$ cat config.mk
export PLATFORM = sky130hd
export DESIGN_NAME = seg_scan_bcd
export DESIGN_NICKNAME = d
export VERILOG_FILES = /design/src/rtl/seg_scan_bcd.sv
export SDC_FILE = /design/constraint.sdc
export NUM_CORES = 1
export LEC_CHECK = 0
export CAP_MARGIN = 20
export CORE_MARGIN = 8
export CORE_UTILIZATION = 45
export DETAILED_ROUTE_END_ITERATION = 10
export PLACE_DENSITY = 0.66
export REMOVE_ABC_BUFFERS = 1
export SYNTH_ARGS = -nofsm -noshare
export SYNTH_HDL_FRONTEND = slang
export SYNTH_SLANG_ARGS = --single-unit
$ cat constraint.sdc
create_clock -name clk -period 2.3 [get_ports clk]
set_input_delay 0.46 -clock clk [delete_from_list [all_inputs] [get_ports clk]]
set_output_delay 0.46 -clock clk [all_outputs]
set_load 0.02 [all_outputs]
$ cat src/rtl/seg_scan_bcd.sv
// Binary-to-BCD converter (serial double-dabble, one bit per clock) feeding a
// time-multiplexed multi-digit display scanner with optional leading-zero blanking.
// Ports: clk, rst (sync, active-high), bin_in/load (value + 1-cycle request,
//   ignored while busy), busy, ovf (value saturated), dig (4'hF = blank), sel_n.
module seg_scan_bcd #(
  parameter int N_DIGITS = 4,
  parameter int BIN_W    = 14,
  parameter int SCAN_DIV = 50000,
  parameter int LZ_BLANK = 1
) (
  input  logic                clk,
  input  logic                rst,
  input  logic [BIN_W-1:0]    bin_in,
  input  logic                load,
  output logic                busy,
  output logic                ovf,
  output logic [3:0]          dig,
  output logic [N_DIGITS-1:0] sel_n
);

  localparam int BCD_W = 4 * N_DIGITS;
  localparam int CNT_W = $clog2(BIN_W + 1);
  localparam int PRE_W = $clog2(SCAN_DIV);
  localparam int IDX_W = (N_DIGITS > 1) ? $clog2(N_DIGITS) : 1;

  function automatic longint pow10(input int n);
    longint p;
    p = 1;
    for (int i = 0; i < n; i++) p = p * 10;
    return p;
  endfunction

  // Largest value the display can show; larger inputs are clamped to it so that
  // no BCD nibble can ever exceed 9.
  localparam longint          MAX_L = pow10(N_DIGITS) - 1;
  localparam logic [BIN_W-1:0] MAX_B = BIN_W'(MAX_L);

  typedef enum logic [1:0] {IDLE, CONV, DONE} state_t;

  state_t             state, state_nxt;
  logic [BIN_W-1:0]   bin_sh;
  logic [BCD_W-1:0]   bcd, bcd_adj, disp;
  logic [CNT_W-1:0]   cnt;
  logic               ovf_pend;
  logic               sat;
  logic [PRE_W-1:0]   pre, pre_nxt;
  logic [IDX_W-1:0]   idx, idx_nxt;
  logic [3:0]         nib;
  logic               blank;

  assign busy = (state != IDLE);
  assign sat  = (64'(bin_in) > 64'(MAX_L));

  // ---------------- conversion FSM ----------------
  always_ff @(posedge clk) begin
    if (rst) state <= IDLE;
    else     state <= state_nxt;
  end

  always_comb begin
    state_nxt = state;
    case (state)
      IDLE:    if (load) state_nxt = CONV;
      CONV:    if (cnt == CNT_W'(BIN_W - 1)) state_nxt = DONE;
      DONE:    state_nxt = IDLE;
      default: state_nxt = IDLE;
    endcase
  end

  // Add-3 correction applied to every nibble before the shift.
  always_comb begin
    bcd_adj = bcd;
    for (int i = 0; i < N_DIGITS; i++) begin
      if (bcd[4*i +: 4] >= 4'd5) bcd_adj[4*i +: 4] = bcd[4*i +: 4] + 4'd3;
    end
  end

  always_ff @(posedge clk) begin
    if (rst) begin
      bin_sh   <= '0;
      bcd      <= '0;
      cnt      <= '0;
      ovf_pend <= 1'b0;
      ovf      <= 1'b0;
      disp     <= '0;
    end else begin
      case (state)
        IDLE: if (load) begin
          bin_sh   <= sat ? MAX_B : bin_in;
          ovf_pend <= sat;
          bcd      <= '0;
          cnt      <= '0;
        end
        CONV: begin
          bcd    <= {bcd_adj[BCD_W-2:0], bin_sh[BIN_W-1]};
          bin_sh <= bin_sh << 1;
          cnt    <= cnt + CNT_W'(1);
        end
        DONE: begin
          // Value and overflow flag become visible together.
          disp <= bcd;
          ovf  <= ovf_pend;
        end
        default: ;
      endcase
    end
  end

  // ---------------- digit scanner ----------------
  always_comb begin
    pre_nxt = pre + PRE_W'(1);
    idx_nxt = idx;
    if (pre == PRE_W'(SCAN_DIV - 1)) begin
      pre_nxt = '0;
      idx_nxt = (idx == IDX_W'(N_DIGITS - 1)) ? '0 : idx + IDX_W'(1);
    end
  end

  // Select the nibble for the upcoming slot, and blank it when it and every
  // more-significant nibble are zero (digit 0 always shows).
  always_comb begin
    nib   = 4'h0;
    blank = (LZ_BLANK != 0) && (idx_nxt != '0);
    for (int i = 0; i < N_DIGITS; i++) begin
      if (IDX_W'(i) == idx_nxt) nib = disp[4*i +: 4];
      if ((i >= int'(idx_nxt)) && (disp[4*i +: 4] != 4'h0)) blank = 1'b0;
    end
  end

  always_ff @(posedge clk) begin
    if (rst) begin
      pre   <= '0;
      idx   <= '0;
      sel_n <= ~N_DIGITS'(1);
      dig   <= 4'h0;
    end else begin
      pre   <= pre_nxt;
      idx   <= idx_nxt;
      sel_n <= ~(N_DIGITS'(1) << idx_nxt);
      dig   <= blank ? 4'hF : nib;
    end
  end

endmodule

# After elaboration in Yosys (flattened, before gate mapping)
# Cells that the tools add are included.
[totals]
latchBits = 0
reg_bits = 80
romBits = 0
n_memories = 0
mem_bits_rw = 0
wordCells = 79
inputBits = 17
out_inout_bits = 10
[op_classes]
reduce_logical = 16
bitwise = 1
n_shift = 1
eq_ne = 10
n_addsub = 7
order_cmp = 8
mul = 0
div_mod_pow = 0
muxes = 25
[ops]
columns = ["operator", "count"]
rows = [
  ["$mux 4", 9],
  ["$pmux 16 s2", 1],
  ["$mux 14", 2],
  ["$pmux 14 s2", 1],
  ["$add 16x1->16 const B", 1],
  ["$eq 16x16->1 const B", 1],
  ["$ge 4x3->1 const B", 4],
  ["$mux 16", 1],
  ["$reduce_bool 4->1", 4],
  ["$gt 14x14->1 const B", 1],
  ["$add 4x2->4 const B", 3],
  ["$mux 2", 4],
  ["$pmux 4 s2", 1],
  ["$reduce_and 2->1", 3],
  ["$reduce_bool 2->1", 3],
  ["$add 4x1->4 const B", 1],
  ["$eq 2x2->1 const A", 2],
  ["$eq 2x2->1 const B", 2],
  ["$eq 4x4->1 const B", 1],
  ["$ge 1x2->1 const A", 2],
  ["$logic_not 2->1", 2],
  ["$mux 1", 4],
  ["$ne 2x2->1 const B", 2],
  ["$not 4->4", 1],
  ["10 further kinds", 12],
]

# Longest topological paths before layout
[depth]
depth_word = 10
ltp_mapped = 8

# Worst setup path before layout
# No wires, ideal clock.
[synth_timing]
path_kind = "register to register"
start = "reg pre[0]"
end = "reg dig[0]"
setup_slack_ns = 0.428
required_ns = 2.160
path_buffers = 0
arrival_ns = 1.732
period_less_slack_ns = 1.872
setup_ns = 0.140
path_stages_with_launch = 8
cell_sequence = "dfxtp_1 ha_1 and3_2 nand4_4 mux2i_1 nor3_1 o21ai_1 o221ai_1"
[synth_via]
elab_chain_len = 9
[synth_rtl]
columns = ["element", "line_no", "text"]
rows = [
  ["start, declared", "46", "logic [PRE_W-1:0] pre, pre_nxt;"],
  ["start signal, assigned", "137", "pre <= pre_nxt;"],
  ["$eq 16x16->1 *", "113", "if (pre == PRE_W'(SCAN_DIV - 1)) begin"],
  ["$mux 2 *", "113", ""],
  ["$ge 1x2->1", "126", "if ((i >= int'(idx_nxt)) && (disp[4*i +: 4] != 4'h0)) blank = 1'b0;"],
  ["$logic_and 1x1->1", "126", ""],
  ["$mux 1 (4 in series)", "126", ""],
  ["$mux 4 *", "140", "dig <= blank ? 4'hF : nib;"],
  ["end signal, assigned", "140", ""],
  ["end, declared", "17", "output logic [3:0] dig,"],
]
# Mark *: on every way between the ends. The rest lies on a longest branch, timed or not.
# A chain may end at the register's enable or synchronous reset.

# Worst setup path in the final report
# Ends and elaborated chain as after synthesis.

==> key figures <==
Pwr
  • Switching Fraction: 22.7%
  • Switch Pwr: approximately 0.63 mW
  • Clock Power Share: between 40% and 50%
  • Internal power: between 2 and 2.5 mW
  • Seq pwr share: 51.9%
  • Leakage power: 1.53 nW
  • Peak supply drop: 0.324 mV
  • PD cells: roughly 660 nW/um^2
  • Final Power: between 2 and 3 mW
  • Comb pwr share: under 10%

Clocking
  • Post-CTS Hold Fix Bufs: 0
  • CTS tree: done
  • Clk root buf: clkbuf_8
  • TritonCTS Sinks: 80
  • Buffer depth of the longest clock path: 2
  • H-tree depth: 3
  • CTS-repair resized insts: 0
  • Worst-Skew Late Latency: ~350 ps
  • Post-CTS setup buffer count: 0
  • Total CTS buffers: 9
  • Clock-pin slew on the worst setup and hold paths: 80 ps

Routing
  • Top sig layer: met4
  • Post-Route WL: 7270 um
  • Wirelength per Cell: 12.9 um
  • Routed Antenna Nets: 0
  • Met2 wire len: 3230 um
  • Vias per cell: 5.25
  • Routed wl met3: 265 um
  • Initial DRC count: 164
  • Drt first pass iters: 4
  • Via count: 2966
  • Drt drc: 0
  • Met1 wire length: between 3000 and 4000 um

Place
  • GP Congestion: 0.822
  • Dpl hpwl: 5130 um
  • I/O Buffers: 26
  • Placed instance area: 3980 um^2

Synth
  • Flops & latches, synth: 80
  • Top cell type's share of synthesized area: 44.2%
  • Syn Inst Count: 436
  • Area of the mapped netlist: 3620 um^2
  • Yosys top cell by area: dfxtp_1
  • Syn avg cell area: 8.31 um^2
  • Asr flop ratio synth: 0%
  • Top FF cell, synth: dfxtp_1
  • Synth unique cells: 40
  • Yosys Warn Count: 0
  • Number of synthesized flops with an enable pin: 0
  • Synth area leaders: dfxtp_1 (44%), nand2_1 (7.1%), a21oi_1 (5.9%)
  • Sequential share of the synthesized area: between 40% and 50%

Worst setup path
  • Crit. End Element: flop
  • Reg2Reg Depth: 7
  • Max FO, Critical Path: 10
  • CP arrival: 2280 ps
  • Setup crit start: pre[0]$_SDFF_PP0_
  • FF-to-FF Start: pre[0]$_SDFF_PP0_
  • Worst Setup Start Kind: flop
  • Critical path data required time: 2510 ps
  • FF-to-FF End: dig[0]$_SDFF_PP0_
  • Worst reg2reg setup slack: between 200 and 250 ps
  • CP Class: reg2reg

Timing
  • Fmax: 483 MHz
  • Setup Viol. Count Final: 0
  • Final period util: 90.0%
  • RSZ-0062 raised after global routing: no
  • Final Hold Vio Count: 0
  • Slew HR: a little under three fifths
  • Slew @ Worst Pin: 646 ps
  • Fin Setup TNS: 0 ps
  • Max-slew violations: 0
  • Fin crit period: 2070 ps
  • Layout Skew: 12.5 ps

Global routing
  • Largest net degree at the start of global routing: 43
  • All-layer global routing usage: 13.7%
  • Global-route wire length before repair: 12900 um
  • Grt ovf: 0
  • Vias in the first global route: about 2800
  • Initial antenna violation count: 0

Job
  • Max_cap viols: 0

Floorplan
  • Die area: 11200 um^2
  • Die extent in y: about 110 um
  • Placement Rows: 32
  • Initial Utilization: 46.6%
  • CORE AREA: between 7000 and 8000 um^2
  • # IOs: 27
  • Die X-Extent: between 100 and 150 um

Cells and area
  • NumNets Final: 487
  • Multi-input logic area: 1860 um^2
  • Diodes inserted: 0
  • FILL cells: 753
  • Area Growth Syn to Fin: 15.9%
  • Most frequent cells in the layout: dfxtp_1 (80), nand2_1 (69), nor2_1 (46), a21oi_1 (43), clkdlybuf4s50_1 (25)
  • Sequential Area: 1600 um^2
  • Most common cell after layout, fill and taps aside: dfxtp_1
  • Fin area: 4200 um^2
  • Layout cells sized above 1: 8.42%

Worst hold path
  • HP Start: rst
  • Hold Path End: sel_n[0]$_SDFF_PP0_
  • Worst min path class: in2reg
  • Hold path depth: 2

Outcome
  • Status: completed
## worst max-delay path: stages, from the launching register on
cell and delay, ps:
dfxtp_1 340, ha_1 230, and3_2 270, nand4_4 110, mux2i_4 450, a21oi_1 90, o21ai_1 280, o221ai_1 170
## worst max path at each step
stage / endpoint / slack, ps / cells past startpoint
2_1_floorplan: bin_sh[4]$_SDFFE_PP0P_ / -20 / 4
3_3_place_gp: bin_sh[4]$_SDFFE_PP0P_ / 180 / 7
5_1_grt: dig[1]$_SDFF_PP0_ / 80 / 7
6_report: dig[0]$_SDFF_PP0_ / 230 / 7
3_5_place_dp: bin_sh[6]$_SDFFE_PP0P_ / 160 / 7
4_1_cts: dig[1]$_SDFF_PP0_ / 250 / 7
## final cells by class
class / instances / share of cell area, %
flip-flops and latches: 80 / 38.1
clock buffers: 11 / 3.37
repair buffers: 37 / 8.04
clock inverters: 5 / 1.91
well taps: 102 / 3.04
multi-input cells: 317 / 44.4
inverters: 13 / 1.16
## kinds of logic (layout without fill, tap and decap cells)
group,after synthesis,after routing,share of synthesized area [%]
compound gates,86,86,14.2
xor+xnor,21,21,5.08
fa+ha+maj,12,12,4.14
buf+inv,39,66,4.45
flops,80,80,44.2
mux,9,9,2.83
simple gates,189,189,25.1
## per-layer routing
metal | up-vias | global-route usage [%]
met5 | - | 0
met4 | 0 | 6.13
met3 | 11 | 3.29
met2 | 57 | 21.2
met1 | 1350 | 17.7
li1 | 1548 | -
## power groups by stage
stage / logic, mW / clock network [mW] / registers, mW
4_1_cts: 0.193 / 1.17 / 1.43
6_report: 0.193 / 1.13 / 1.43
3_5_place_dp: 0.193 / 0 / 1.46
2_1_floorplan: 0.0973 / 0 / 1.46
5_1_grt: 0.216 / 1.23 / 1.44
3_3_place_gp: 0.191 / 0 / 1.46
## metrics by stage
step | worst slack (ps) | hold WS [ps] | utilization (%) | cells
6_report | 231 | 447 | 54.1 | 565
5_1_grt | 77.0 | 452 | 54.1 | 565
4_1_cts | 246 | 428 | 54.1 | 565
3_5_place_dp | 162 | 447 | 51.2 | 549
3_3_place_gp | 178 | 438 | 51.2 | 549
2_1_floorplan | -21.1 | 426 | - | 410
## cell usage after synthesis, types with 3 or more instances
master / n
a31oi_1: 11
nand2_1: 69
a222oi_1: 4
clkbuf_1: 23
nand3_1: 19
nor2_1: 46
dfxtp_1: 80
ha_1: 12
inv_1: 13
nand4_1: 4
nor4_1: 3
nand2b_1: 8
a21oi_1: 43
mux2i_1: 8
o31a_1: 7
or2_2: 3
or4_1: 4
xnor2_1: 10
o21ai_0: 11
nor2b_1: 3
xor2_1: 11
nor3_1: 18
## flip-flops by register name (all words and copies together), names as in the netlist, 2 cells and up
register / cells
sel_n: 4
cnt: 4
bin_sh: 14
dig: 4
bcd: 16
disp: 16
pre: 16
idx: 2
state: 2
(Power assumes the default switching activity.)
